### src/rtl/rr_index_arbiter.sv
// 32-requester round-robin arbiter producing a registered index/enable pair
// for a 5-to-32 decoder; a rotating pointer gives each requester fair turns.
module rr_index_arbiter #(
    parameter int unsigned N_REQ = 32,
    parameter int unsigned IDX_W = 5
) (
    input  logic             clk,
    input  logic             rst_n,
    input  logic             arb_en,
    input  logic [N_REQ-1:0] req,
    input  logic             ack,
    output logic [IDX_W-1:0] idx,
    output logic             enable,
    output logic [IDX_W-1:0] ptr
);

    typedef enum logic {
        StIdle,
        StGrant
    } state_e;

    state_e           state_q;
    logic [IDX_W-1:0] winner;
    logic             found;

    // Scan from ptr upward; the index wraps naturally at IDX_W bits.
    always_comb begin
        winner = '0;
        found  = 1'b0;
        for (int i = 0; i < N_REQ; i++) begin
            logic [IDX_W-1:0] cand;
            cand = ptr + IDX_W'(i);
            if (!found && req[cand]) begin
                winner = cand;
                found  = 1'b1;
            end
        end
    end

    always_ff @(posedge clk) begin
        if (!rst_n) begin
            state_q <= StIdle;
            idx     <= '0;
            enable  <= 1'b0;
            ptr     <= '0;
        end else begin
            unique case (state_q)
                StIdle: begin
                    if (arb_en && found) begin
                        state_q <= StGrant;
                        enable  <= 1'b1;
                        idx     <= winner;
                        ptr     <= winner + IDX_W'(1);
                    end
                end
                StGrant: begin
                    if (!arb_en) begin
                        // Abandon the grant; ptr keeps its advanced value.
                        state_q <= StIdle;
                        enable  <= 1'b0;
                    end else if (ack) begin
                        if (found) begin
                            idx <= winner;
                            ptr <= winner + IDX_W'(1);
                        end else begin
                            state_q <= StIdle;
                            enable  <= 1'b0;
                        end
                    end
                end
                default: begin
                    state_q <= StIdle;
                    enable  <= 1'b0;
                end
            endcase
        end
    end

endmodule

### config.mk
export PLATFORM = sky130hd
export DESIGN_NAME = rr_index_arbiter
export DESIGN_NICKNAME = d
export VERILOG_FILES = /design/src/rtl/rr_index_arbiter.sv
export SDC_FILE = /design/constraint.sdc
export NUM_CORES = 1
export LEC_CHECK = 0
export ABC_AREA = 1
export BUFFER_PORTS_ARGS = -buffer_cell sky130_fd_sc_hd__clkbuf_2
export CAP_MARGIN = 15
export CORE_UTILIZATION = 35
export CTS_BUF_LIST = sky130_fd_sc_hd__clkbuf_8
export DETAILED_ROUTE_END_ITERATION = 16
export HOLD_SLACK_MARGIN = 0.08
export PLACE_DENSITY = 0.58
export SYNTH_ARGS = -nofsm -noshare
export SYNTH_HDL_FRONTEND = slang
export SYNTH_SLANG_ARGS = --single-unit
### constraint.sdc
create_clock -name clk -period 5.6 [get_ports clk]
set_clock_uncertainty 0.1 [all_clocks]
set_input_delay 0.56 -clock clk [delete_from_list [all_inputs] [get_ports clk]]
set_output_delay 0.56 -clock clk [all_outputs]
set_load 0.02 [all_outputs]
==> results_dict.tcl <==
set metrics [dict create \
    yosysMostFrequentCell "nand2_1" \
    routabilityCongestion 0.978 \
    die-area_um2 14500 \
    chipHeight_um 120 \
    track_usage_pct 26.8 \
    final_nets 1023 \
    synthSimpleGateAreaFrac_pct 66.7 \
    syn_nets 976 \
    synthAdderAreaFrac_pct 3.06 \
    yosys_warnings 0 \
    cts_tree "yes" \
    setup_ws_ns 0.413 \
    yosysTopAreaCellShare_pct 25.1 \
    drv_slew 0 \
    vias 6362 \
    syn_area_um2 4910 \
    clkSinkCount 12 \
    synth_top_family_by_area "simple AND/OR/NAND/NOR gates" \
    cpMostUsedCell "nand4_4" \
    final.min_clock_period_ns 5.19 \
    grt_max_degree 36 \
    drcViolationCount 0 \
    synth-async-reset-ratio_pct 0 \
    synth_edf_count 0 \
    cp_slowest_cell "dfxtp_1" \
    min-delay-path-class "register to register" \
    crit_type "register to register" \
    setup_viol 0 \
    required_ns 5.65 \
    slew_headroom_pct 33.2 \
    yosys-top-cells-count "254 x nand2_1, 246 x nand3_1, 96 x nor2_1" \
    worstPathArrival_ns 5.23 \
    fin_crit_sh_pct 92.6 \
    synth_cells 928 \
    avgRoutedWirePerCell_um 16.9 \
    place_area_um2 5340 \
    drt_wl_total_um 19400 \
    num_rows 42 \
    clk_transition_reported_paths_ns 0.06 \
    synth_compound_area_share_pct 8.92 \
    viasPerCell 5.53 \
    worst_setup_path_start_kind "register" \
    tightest_slew_ns 0.991 \
    rsz0062_at_grt "false" \
    n_antenna_cell 0 \
    synth.area.top_cells "nand3_1 25%, nand2_1 19%, nor2_1 7.3%" \
    cts_made_buffers 3 \
    synth_xor_area_share_pct 3.39 \
    critPathCaptureType "register" \
    yosysUniqueCellTypes 47 \
    drt_iter0_drc 663 \
    htreeDepth 1 \
    clock-root-buffer "clkbuf_8" \
    drt_pre_antenna_iters 6 \
    postLayoutCellArea_um2 5420 \
    syn_avg_cell_area_um2 5.29 \
    yosysSeqAreaShare_pct 4.89 \
    area_delta_synth_final_pct 10.3 \
    ys.flop_type "dfxtp_1" \
    die_w_um 120 \
    grt_overflow 0 \
    cts_setup_buffers 0 \
    dp_hpwl_um 15800 \
    cap_violations 0 \
    cts-resized-gates 0 \
    max_clock_freq_ghz 0.193 \
    max_stage_delay_ns 0.37 \
    fin_util_pct 40.3 \
    antenna_found_initial 0 \
    grt_pass1_wl_um 29900 \
    status "complete, no violations" \
    synthMuxAreaShare_pct 0.408 \
    io_pins 47 \
    drive_above_1_share_pct 14.0 \
    tns_ns 0 \
    ys_ff_latch 12 \
    crit_fanout 30 \
    hold_buffers 0 \
    clk_latency_ns 0.25 \
    core_um2 13500 \
    place_ws_ns 0.359 \
    clk_path_buf_depth 2 \
    yosysTopAreaCell "nand3_1" \
    ant_nets 0 \
    grt_pass1_vias 5632 \
    finalHoldViolations 0 \
    io_buffers 46 \
    fillCellCount 1544 \
    start_util_pct 36.5 \
]
## flip-flops by register name, indices dropped and copies added, names as in the netlist
register / cells
idx: 5
state_q: 1
enable: 1
ptr: 5
## layout make-up
class / instances / area (µm²) / share of cell area [%]
well taps: 176 / 220 / 4.07
flip-flops and latches: 12 / 241 / 4.46
repair buffers: 72 / 433 / 7.99
inverters: 107 / 408 / 7.53
clock buffers: 4 / 55.1 / 1.02
multi-input cells: 779 / 4060 / 74.9
## stage by stage
| step | cells | hold WS, ns |
|---|---|---|
| finish | 1150 | 0.360 |
| global route | 1150 | 0.421 |
| CTS | 1150 | 0.365 |
| detailed placement | 1146 | 0.358 |
| global placement | 1146 | 0.351 |
| floorplan | 928 | 0.394 |
## worst max-delay path: cells and delay by family (launching register included)
family                   cells  cell delay, ns
buffers and inverters        4            0.69
adder cells (fa/ha/maj)      1            0.25
flip-flops                   1            0.37
AO/OA/AOI/OAI                3            0.40
AND/OR/NAND/NOR             24            3.25
## kinds of logic after synthesis
| logic type | count (synthesis) |
|---|---|
| AND/OR/NAND/NOR | 677 |
| buffers and inverters | 137 |
| AO/OA/AOI/OAI | 72 |
| XOR/XNOR | 16 |
| adder cells (fa/ha/maj) | 12 |
| flip-flops | 12 |
| multiplexers | 2 |
## cells in the final DEF, fill, tap and decap left out, types with 5 or more instances in the layout
| cell | instances |
|---|---|
| nand2_2 | 6 |
| a31oi_1 | 5 |
| nor2_1 | 96 |
| nor2_4 | 8 |
| nand4_4 | 7 |
| o21ai_0 | 23 |
| dfxtp_1 | 11 |
| inv_1 | 90 |
| a21oi_1 | 14 |
| nand4_1 | 27 |
| nor3_1 | 11 |
| buf_4 | 25 |
| ha_1 | 11 |
| o21a_1 | 9 |
| nand2_1 | 254 |
| clkbuf_2 | 46 |
| xor2_1 | 12 |
| nand3_1 | 246 |
| o21ai_1 | 12 |
| inv_2 | 12 |
## worst paths after layout
path	from	to	slack, ns	depth (start not counted)
worst min register to register	enable	enable	0.36	2
worst max register to register	ptr[1]	ptr[4]	0.41	32
worst max-delay path	ptr[1]	ptr[4]	0.41	32
worst min-delay path	enable	enable	0.36	2
## per-layer routing
| layer | part of all wire, % | vias up | track usage (%) | routed length (µm) |
|---|---|---|---|---|
| li1 | - | 3189 | - | - |
| met1 | 42 | 2805 | 35.4 | 8180 |
| met2 | 43 | 306 | 42.1 | 8340 |
| met3 | 10 | 62 | 5.19 | 1940 |
| met4 | 4.8 | 0 | 11.9 | 931 |
| met5 | 0 | - | 0 | 0 |
Power is left out: the tool's default activity adds up to more than one toggle a clock period on the data nets, which glitch-free logic cannot reach.
